### config.mk
export PLATFORM = sky130hd
export DESIGN_NAME = qmem_cmd_master
export DESIGN_NICKNAME = d
export VERILOG_FILES = /design/src/rtl/qmem_pkg.sv /design/src/rtl/qmem_cmd_fifo.sv /design/src/rtl/qmem_cmd_master.sv
export SDC_FILE = /design/constraint.sdc
export NUM_CORES = 1
export LEC_CHECK = 0
export BUFFER_PORTS_ARGS = -buffer_cell sky130_fd_sc_hd__buf_2
export CORE_MARGIN = 1.5
export CORE_UTILIZATION = 50
export CTS_CLUSTER_SIZE = 28
export DETAILED_ROUTE_END_ITERATION = 16
export GPL_TIMING_DRIVEN = 0
export MAX_ROUTING_LAYER = met4
export PLACE_DENSITY = 0.8
export SYNTH_ARGS = -nofsm -noshare
export SYNTH_HDL_FRONTEND = slang
export SYNTH_SLANG_ARGS = --single-unit
### constraint.sdc
create_clock -name clk -period 5.15 [get_ports clk]
set_input_delay 0.515 -clock clk [delete_from_list [all_inputs] [get_ports clk]]
set_output_delay 0.515 -clock clk [all_outputs]
set_load 0.02 [all_outputs]
### src/rtl/qmem_pkg.sv
// Shared definitions for the QMEM command master: bus width defaults,
// FSM state encoding and the layout of a queued command word.
package qmem_pkg;

    localparam int QAW_DEF = 22;
    localparam int QDW_DEF = 32;
    localparam int QSW_DEF = QDW_DEF / 8;

    localparam logic [1:0] ST_IDLE_ENC = 2'd0;
    localparam logic [1:0] ST_REQ_ENC  = 2'd1;
    localparam logic [1:0] ST_RDAT_ENC = 2'd2;
    localparam logic [1:0] ST_RSP_ENC  = 2'd3;

    typedef enum logic [1:0] {
        S_IDLE = ST_IDLE_ENC,
        S_REQ  = ST_REQ_ENC,
        S_RDAT = ST_RDAT_ENC,
        S_RSP  = ST_RSP_ENC
    } state_e;

    // A command word is packed as {we, sel, adr, dat}, MSB first.
    function automatic int cmdWidth(input int qaw, input int qdw, input int qsw);
        return 1 + qsw + qaw + qdw;
    endfunction

endpackage

### src/rtl/qmem_cmd_fifo.sv
// Single-clock command FIFO; the head entry is presented straight from the
// storage flops so the master can issue it the cycle it is popped.
module qmem_cmd_fifo #(
    parameter int DW    = 8,
    parameter int DEPTH = 4
) (
    input  logic          clk,
    input  logic          rst,
    input  logic          push,
    input  logic          pop,
    input  logic [DW-1:0] din,
    output logic          full,
    output logic          empty,
    output logic [DW-1:0] dout
);

    localparam int AW = $clog2(DEPTH);
    localparam int PW = AW + 1;

    logic [DW-1:0] mem_q [DEPTH];
    logic [PW-1:0] wrPtr_q;
    logic [PW-1:0] rdPtr_q;
    logic          doPush;
    logic          doPop;

    assign doPush = push && !full;
    assign doPop  = pop && !empty;

    // The extra pointer bit distinguishes a full FIFO from an empty one.
    assign empty = (wrPtr_q == rdPtr_q);
    assign full  = (wrPtr_q[AW] != rdPtr_q[AW]) && (wrPtr_q[AW-1:0] == rdPtr_q[AW-1:0]);
    assign dout  = mem_q[rdPtr_q[AW-1:0]];

    always_ff @(posedge clk or posedge rst) begin
        if (rst) begin
            wrPtr_q <= '0;
            rdPtr_q <= '0;
        end else begin
            if (doPush) wrPtr_q <= wrPtr_q + 1'b1;
            if (doPop)  rdPtr_q <= rdPtr_q + 1'b1;
        end
    end

    always_ff @(posedge clk) begin
        if (doPush) mem_q[wrPtr_q[AW-1:0]] <= din;
    end

endmodule

### src/rtl/qmem_cmd_master.sv
// QMEM bus initiator: queues read/write commands, issues them one at a time
// with an ack timeout, and returns exactly one response per command.
module qmem_cmd_master
    import qmem_pkg::*;
#(
    parameter int QAW = QAW_DEF,
    parameter int QDW = QDW_DEF,
    parameter int QSW = QDW / 8,
    parameter int CFD = 4,
    parameter int TMO = 256
) (
    input  logic           clk,
    input  logic           rst,
    input  logic           cmd_valid,
    output logic           cmd_ready,
    input  logic           cmd_we,
    input  logic [QAW-1:0] cmd_adr,
    input  logic [QSW-1:0] cmd_sel,
    input  logic [QDW-1:0] cmd_dat,
    output logic           rsp_valid,
    input  logic           rsp_ready,
    output logic           rsp_we,
    output logic [QDW-1:0] rsp_dat,
    output logic           rsp_err,
    output logic           busy,
    output logic [QAW-1:0] adr,
    output logic           cs,
    output logic           we,
    output logic [QSW-1:0] sel,
    output logic [QDW-1:0] dat_w,
    input  logic [QDW-1:0] dat_r,
    input  logic           ack,
    input  logic           err
);

    localparam int CW = cmdWidth(QAW, QDW, QSW);
    localparam int TW = (TMO > 0) ? $clog2(TMO + 1) : 1;
    localparam logic [TW-1:0] TMO_LAST = TW'(TMO - 1);
    localparam logic [TW-1:0] TMO_SAT  = '1;

    logic           fifoFull;
    logic           fifoEmpty;
    logic           fifoPush;
    logic           fifoPop;
    logic [CW-1:0]  fifoDin;
    logic [CW-1:0]  fifoDout;

    logic           headWe;
    logic [QSW-1:0] headSel;
    logic [QAW-1:0] headAdr;
    logic [QDW-1:0] headDat;

    state_e         state_q;
    logic [TW-1:0]  tmoCnt_q;
    logic           cs_q;
    logic           we_q;
    logic [QAW-1:0] adr_q;
    logic [QSW-1:0] sel_q;
    logic [QDW-1:0] datW_q;
    logic           rspValid_q;
    logic           rspWe_q;
    logic           rspErr_q;
    logic [QDW-1:0] rspDat_q;

    assign fifoDin  = {cmd_we, cmd_sel, cmd_adr, cmd_dat};
    assign fifoPush = cmd_valid && !fifoFull;
    assign fifoPop  = (state_q == S_IDLE) && !fifoEmpty;

    assign headDat = fifoDout[QDW-1:0];
    assign headAdr = fifoDout[QDW +: QAW];
    assign headSel = fifoDout[QDW+QAW +: QSW];
    assign headWe  = fifoDout[CW-1];

    qmem_cmd_fifo #(
        .DW    (CW),
        .DEPTH (CFD)
    ) u_fifo (
        .clk   (clk),
        .rst   (rst),
        .push  (fifoPush),
        .pop   (fifoPop),
        .din   (fifoDin),
        .full  (fifoFull),
        .empty (fifoEmpty),
        .dout  (fifoDout)
    );

    assign cmd_ready = !fifoFull;
    assign busy      = !fifoEmpty || (state_q != S_IDLE);
    assign cs        = cs_q;
    assign we        = we_q;
    assign adr       = adr_q;
    assign sel       = sel_q;
    assign dat_w     = datW_q;
    assign rsp_valid = rspValid_q;
    assign rsp_we    = rspWe_q;
    assign rsp_err   = rspErr_q;
    assign rsp_dat   = rspDat_q;

    // Access sequencer. Every REQ exit drops cs, and RSP always returns through
    // IDLE, so two accesses are always separated by at least one idle bus cycle.
    always_ff @(posedge clk or posedge rst) begin
        if (rst) begin
            state_q    <= S_IDLE;
            tmoCnt_q   <= '0;
            cs_q       <= 1'b0;
            we_q       <= 1'b0;
            adr_q      <= '0;
            sel_q      <= '0;
            datW_q     <= '0;
            rspValid_q <= 1'b0;
            rspWe_q    <= 1'b0;
            rspErr_q   <= 1'b0;
            rspDat_q   <= '0;
        end else begin
            case (state_q)
                S_IDLE: begin
                    if (!fifoEmpty) begin
                        adr_q    <= headAdr;
                        sel_q    <= headSel;
                        we_q     <= headWe;
                        datW_q   <= headWe ? headDat : '0;
                        cs_q     <= 1'b1;
                        tmoCnt_q <= '0;
                        state_q  <= S_REQ;
                    end
                end
                S_REQ: begin
                    if (ack) begin
                        cs_q    <= 1'b0;
                        rspWe_q <= we_q;
                        if (err || we_q) begin
                            rspErr_q   <= err;
                            rspDat_q   <= '0;
                            rspValid_q <= 1'b1;
                            state_q    <= S_RSP;
                        end else begin
                            state_q <= S_RDAT;
                        end
                    end else if ((TMO != 0) && (tmoCnt_q == TMO_LAST)) begin
                        cs_q       <= 1'b0;
                        rspWe_q    <= we_q;
                        rspErr_q   <= 1'b1;
                        rspDat_q   <= '0;
                        rspValid_q <= 1'b1;
                        state_q    <= S_RSP;
                    end else if (tmoCnt_q != TMO_SAT) begin
                        tmoCnt_q <= tmoCnt_q + 1'b1;
                    end
                end
                S_RDAT: begin
                    rspDat_q   <= dat_r;
                    rspErr_q   <= 1'b0;
                    rspValid_q <= 1'b1;
                    state_q    <= S_RSP;
                end
                S_RSP: begin
                    if (rsp_ready) begin
                        rspValid_q <= 1'b0;
                        state_q    <= S_IDLE;
                    end
                end
                default: state_q <= S_IDLE;
            endcase
        end
    end

endmodule

== After elaboration in Yosys (flattened, before gate mapping) ==
Memories as Yosys holds them, arrays and structs flattened.
Cells that the tools add are included.
Storage, ports and cells
  memories kept: 1
  register bits: 112
  RAM bits: 236
  word-level logic and storage cells: 87
  bits of input ports: 97
Memory list
  u_fifo.mem_q: depth 4, bits a word 59, read ports 1, clocked after memory_dff 0, write ports 1, line qmem_cmd_fifo.sv:20  | logic [DW-1:0] mem_q [DEPTH];
Operators by class
  multiplexer cells: 32
  reductions and logical operators: 22
  add/sub/neg operators: 3
  bitwise gates (word level): 1
  eq/ne operators: 15
Operators with widths (count)
  32-bit 2-to-1 mux: 4
  32-bit case mux with 2 select lines: 1
  9-bit 2-to-1 mux: 4
  9-bit case mux with 2 select lines: 1
  1-bit 2-to-1 mux: 14
  2-bit inequality test (second input constant): 5
  9-bit by 1-bit adder with 9-bit output (second input constant): 1
  9-bit by 8-bit equality test with 1-bit output (second input constant): 1
  9-bit inequality test (second input constant): 1
  3-bit AND reduction: 3
  2-bit 2-to-1 mux: 4
  2-bit case mux with 4 select lines: 1
  2-bit nonzero test: 4
  3-bit by 1-bit adder with 3-bit output (second input constant): 2
  3-bit inequality test (second input constant): 2
  1-bit logical AND: 5
  5-bit AND reduction: 1
  2-bit equality test (second input constant): 2
  1-bit case mux with 2 select lines: 2
  2-bit AND reduction: 2
  4-bit AND reduction: 1
  3-bit equality test: 1
  1-bit case mux with 3 select lines: 1
  3-bit nonzero test: 1
  7 further kinds: 9

== Logic depth before layout (Yosys ltp) ==
  word-level depth: 7
  mapped depth: 10

== Cells and area by module ==
A second synthesis with hierarchy kept.
Unflattened totals
  cell total of the unflattened synthesis: 845
  area total of the unflattened synthesis: 13467.9 um^2
Modules (own cells, without submodules)
  qmem_cmd_fifo: seq. area each 7236.9 um^2, cells an instance 358, area each 9004.9 um^2, times used 1
  qmem_cmd_master: seq. area each 2652.5 um^2, cells an instance 487, area each 4463.0 um^2, times used 1

== Worst setup path before layout ==
Ideal clock, no wire load.
  path kind: flip-flop to flip-flop
  start: reg u_fifo.rdPtr_q[1]
  end: mem u_fifo.mem_q[3][0] (netlist name) (enable)
  path buffers: 1
  cell stages (with the launch flop): 5
  slack: 2.199 ns
  arrival time: 2.527 ns
  data required time: 4.725 ns
  path through: dfrtp_1 -> buf_4 -> xnor2_1 -> a31oi_1 -> and2_1
On the way
  cells in the longest elaborated chain, start to end: 7
Ends and longest elaborated chain
  start: declaration: line qmem_cmd_fifo.sv:22  | logic [PW-1:0] rdPtr_q;
  start signal: assignment: line qmem_cmd_fifo.sv:40  | if (doPop) rdPtr_q <= rdPtr_q + 1'b1;
  2-bit equality test (*): line qmem_cmd_fifo.sv:31  | assign full = (wrPtr_q[AW] != rdPtr_q[AW]) && (wrPtr_q[AW-1:0] == rdPtr_q[AW-1:0]);
  1-bit logical AND (*): line qmem_cmd_fifo.sv:31
  1-bit zero test (*): line qmem_cmd_fifo.sv:26, qmem_cmd_master.sv:66
  1-bit logical AND: line qmem_cmd_master.sv:66  | assign fifoPush = cmd_valid && !fifoFull;
  1-bit logical AND (*): line qmem_cmd_fifo.sv:26  | assign doPush = push && !full;
  1-bit 2-to-1 mux (*): line qmem_cmd_fifo.sv:45  | if (doPush) mem_q[wrPtr_q[AW-1:0]] <= din;
  1-bit 2-to-1 mux (not written as such) (*): line qmem_cmd_fifo.sv:45
  end: declaration: line qmem_cmd_fifo.sv:20
Mark *: on every way between the ends. The rest lies on a longest branch, timed or not.

== Worst setup path in the final report ==
  start: reg state_q[0]
  end: out busy
On the way
  cells in the longest elaborated chain, start to end: 2
Ends and longest elaborated chain
  start: declaration: line qmem_cmd_master.sv:53  | state_e state_q;
  start signal: assignment: line qmem_cmd_master.sv:104  | state_q <= S_IDLE;
  start signal: assignment: line qmem_cmd_master.sv:125  | state_q <= S_REQ;
  start signal: assignment: line qmem_cmd_master.sv:136  | state_q <= S_RSP;
  2-bit nonzero test: line qmem_cmd_master.sv:89  | assign busy = !fifoEmpty || (state_q != S_IDLE);
  1-bit logical OR: line qmem_cmd_master.sv:89
  end: declaration: line qmem_cmd_master.sv:25  | output logic busy,
No other way between the ends.

==> impl_results.md <==
* Number of CTS-inserted buffers at 37
* Resized cells post-CTS at 0
* Leakage power of the design at between 6 and 7 nW
* Total iterations of the first detailed-routing run at 4
* Cell-by-cell trace of the critical path: inv_1 > ha_1 > inv_1 > nor4_2 > buf_2 > inv_1 > buf_2
* Final number of max-transition violations at 0
* Clk slew on worst S/H paths at approximately 0.060 ns
* Number of input and output port buffers inserted at between 150 and 200
* Final-report hold violation count at 0
* Die span in y at 167 um
* Floorplan core area at 0.0262 mm2
* Design area at roughly 0.016 mm2
* Biggest fanout along the worst timing path at 10
* Crit-path slowest cell: sky130_fd_sc_hd__dfrtp_1
* Antenna violations before repair at 4
* Netlist area before placement at around 0.013 mm2
* CTS Root Buffer Type: sky130_fd_sc_hd__clkbuf_16
* Clock tree from TritonCTS: yes
* Final wirelength at 27500 um
* Worst-case clock skew at roughly 0.011 ns
* Initial DRC count at roughly 570
* Hold crit path type: in2async
* Residual overflow from global routing at 0
* Post-CTS setup buffer count at 0
* Kind of start point of the critical path: flop
* Max_slew headroom at a little over half
* Initial standard-cell utilization of the core at 51.4%
* Delay-heaviest family, CP: buffers and inverters
* Full die area at ~0.028 mm2
* Peak VDD IR at slightly below 0.4 mV
* Clock Latency Late Sink at between 0.5 and 0.6 ns
* HPWL after DPL at between 15000 and 20000 um
* Maximum number of pins on one net before global-route repair at 64
* Total number of placement rows at 59
* Most frequent cell on the critical path: sky130_fd_sc_hd__inv_1
* Largest buffer count on any clock path at 3
* DRC violation count after routing at 0
* First-pass GRT wire length at about 43000 um
* Post-detailed-route via-to-cell ratio at 5.40
* Number of buffers and inverters on the critical path at 5
* Switching power at between 3 and 4 mW
* Max_cap viols at 0
* Data arrival, critical path at 2.33 ns
* Global-route usage over all layers at 20.9%
* Critical setup path kind: reg2out
* CP Data Required Time at around 4.6 ns
* Highest cell delay on the worst timing path at around 0.42 ns
* Layout overhead on the synthesized area at 20.1%
* Cell internal pwr at a little under 7 mW
* Register bit total from synthesis at between 300 and 400
* Final ANT Viol Nets at 0
* Worst reg2reg setup slack at 2.53 ns
* Highest clock rate at 352 MHz
* Element type at the critical path end: output port
* Power density cells at 642 mW/mm2
* Relative contribution of the clock network to total power at approximately a quarter
* Vias post-DR at approximately 7500
* Syn_nets at a little under 900
* Outcome: finished clean
* Shortest period the worst path allows at 2.84 ns
* Cells after synthesis at just under 800
* Yosys warnings at 0
* Synthesized area per cell at 17.2 um2
* Unrepaired setup endpoints after global routing: no
* Total setup violations reported at the end of the flow at 0
* Placed Instance Area at 0.0150 mm2
* TritonCTS sink count at about 350
* Hold Slack at a little over 0.04 ns
* Count of hold-fix buffers inserted at cts at 0
* Horizontal extent of the die at ~170 um
* Top-level I/O count at just under 200
* Wire per inst at 19.8 um
* Layout cell share with drive strength beyond 1 at approximately 36%
* Maximum level of the CTS H-tree at 2
* Number of nets in the final layout at ~1100
* Worst slew pin tran at 0.693 ns
* Final RePlAce weighted congestion at 0.845
* Combinational power share at between 30% and 40%
* Count of different cell masters after synthesis at 48
* Net switching share of the total power at between 30% and 40%
* Commonest non-fill, non-tap cells in the layout: sky130_fd_sc_hd__edfxtp_1, sky130_fd_sc_hd__buf_2, sky130_fd_sc_hd__dfrtp_1, sky130_fd_sc_hd__inv_1, sky130_fd_sc_hd__mux4_2
* Number of global-route vias before repair at ~7800
* Sequential share of power at 40.5%
* Ratio of final minimum period to clock period at a little under three fifths
* Most common cell after layout, fill and taps aside: sky130_fd_sc_hd__edfxtp_1
* Sequential cell area fraction in the yosys report at between 70% and 80%
[sequential cells by signal, indices dropped and copies added (netlist names), 2 cells and up]
signal / count
state_q: 2
u_fifo.wrPtr_q: 3
rsp_dat: 32
adr: 22
u_fifo.rdPtr_q: 3
dat_w: 32
u_fifo.mem_q: 236
tmoCnt_q: 9
sel: 4
[power groups by stage]
stage	sequential, mW	combinational, mW	clock (mW)
detailed placement	4.27	3.68	0
global placement	4.27	3.54	0
floorplan	4.63	2.10	0
finish	4.21	3.63	2.54
global route	4.29	3.98	2.71
CTS	4.22	3.70	2.59
[per-stage QoR]
step	power, mW	setup TNS (ns)	std cells	setup WS, ns	utilization [%]
2_1_floorplan	6.73	0	782	1.68	-
3_3_place_gp	7.80	-9.43	1310	-0.0939	56.6
3_5_place_dp	7.95	0	1315	2.63	57.2
4_1_cts	10.5	0	1383	2.27	61.7
5_1_grt	11.0	0	1387	2.11	61.7
6_report	10.4	0	1387	2.31	61.7
[routing by layer]
metal / global-route usage [%] / share of wire [%] / vias up
met5: - / 0 / -
met4: 4.82 / 1.4 / 0
met3: 5.77 / 7.0 / 33
met2: 34.4 / 50 / 207
met1: 25.8 / 41 / 3819
li1: - / - / 3424
[kinds of logic (layout without fill, tap and decap cells)]
group / Yosys count / in the layout / synth area share [%]
compound gates: 95 / 95 / 4.63
xor+xnor: 9 / 9 / 0.753
fa+ha+maj: 13 / 13 / 1.21
buf+inv: 119 / 385 / 3.66
flops: 348 / 348 / 73.5
mux: 91 / 91 / 12.4
other cells: 0 / 4 / 0
simple gates: 107 / 107 / 3.81
[cells in the mapped netlist, drive strengths merged]
| master | count | share of area, % |
|---|---|---|
| and2 | 5 | 0.23 |
| a211oi | 1 | 0.056 |
| nand4 | 2 | 0.093 |
| buf | 30 | 1.2 |
| or3 | 1 | 0.047 |
| and3 | 1 | 0.047 |
| inv | 77 | 2.1 |
| nand3b | 1 | 0.056 |
| dfrtp | 112 | 21 |
| nor2 | 5 | 0.14 |
| o31ai | 35 | 2.1 |
| nand2 | 42 | 1.2 |
| mux2i | 2 | 0.15 |
| mux4 | 58 | 9.7 |
| nor3 | 1 | 0.037 |
| xnor2 | 4 | 0.26 |
| o41ai | 1 | 0.065 |
| o21ai | 45 | 1.7 |
| nor4 | 2 | 0.14 |
| a21o | 1 | 0.056 |
| nor3b | 1 | 0.056 |
| or2 | 2 | 0.093 |
| clkbuf | 12 | 0.34 |
| o2bb2ai | 1 | 0.065 |
| a211o | 1 | 0.065 |
| nor4b | 1 | 0.065 |
| nand3 | 39 | 1.5 |
| xor2 | 5 | 0.49 |
| o311ai | 4 | 0.26 |
| o211ai | 1 | 0.056 |
| a21oi | 1 | 0.037 |
| nand2b | 4 | 0.19 |
| edfxtp | 236 | 53 |
| mux2 | 31 | 2.6 |
| ha | 13 | 1.2 |
| a31oi | 1 | 0.047 |
| o32ai | 3 | 0.20 |
[area by class of cell]
class / count / area [um2]
inverters: 77 / 294
fillers: 1930 / 10000
plain buffers: 42 / 204
repair buffers: 198 / 1090
well taps: 335 / 419
clock buffers: 50 / 995
diodes: 4 / 10.0
clock inverters: 18 / 183
multi-input cells: 315 / 3090
flip-flops and latches: 348 / 9890
[worst paths after layout]
kind | from | endpoint | cells past startpoint
worst max-delay path | state_q[0] | busy | 7
worst min-delay path | rst | dat_w[20] | 2
worst max register to register | tmoCnt_q[0] | rsp_dat[17] | 10
worst min register to register | dat_w[25] | dat_w[25] | 2
max in group asynchronous | rst | adr[0] | 3
min in group clk | cmd_adr[10] | u_fifo.mem_q[3][42] | 1
No activity file was read; power rests on OpenSTA's default activity.
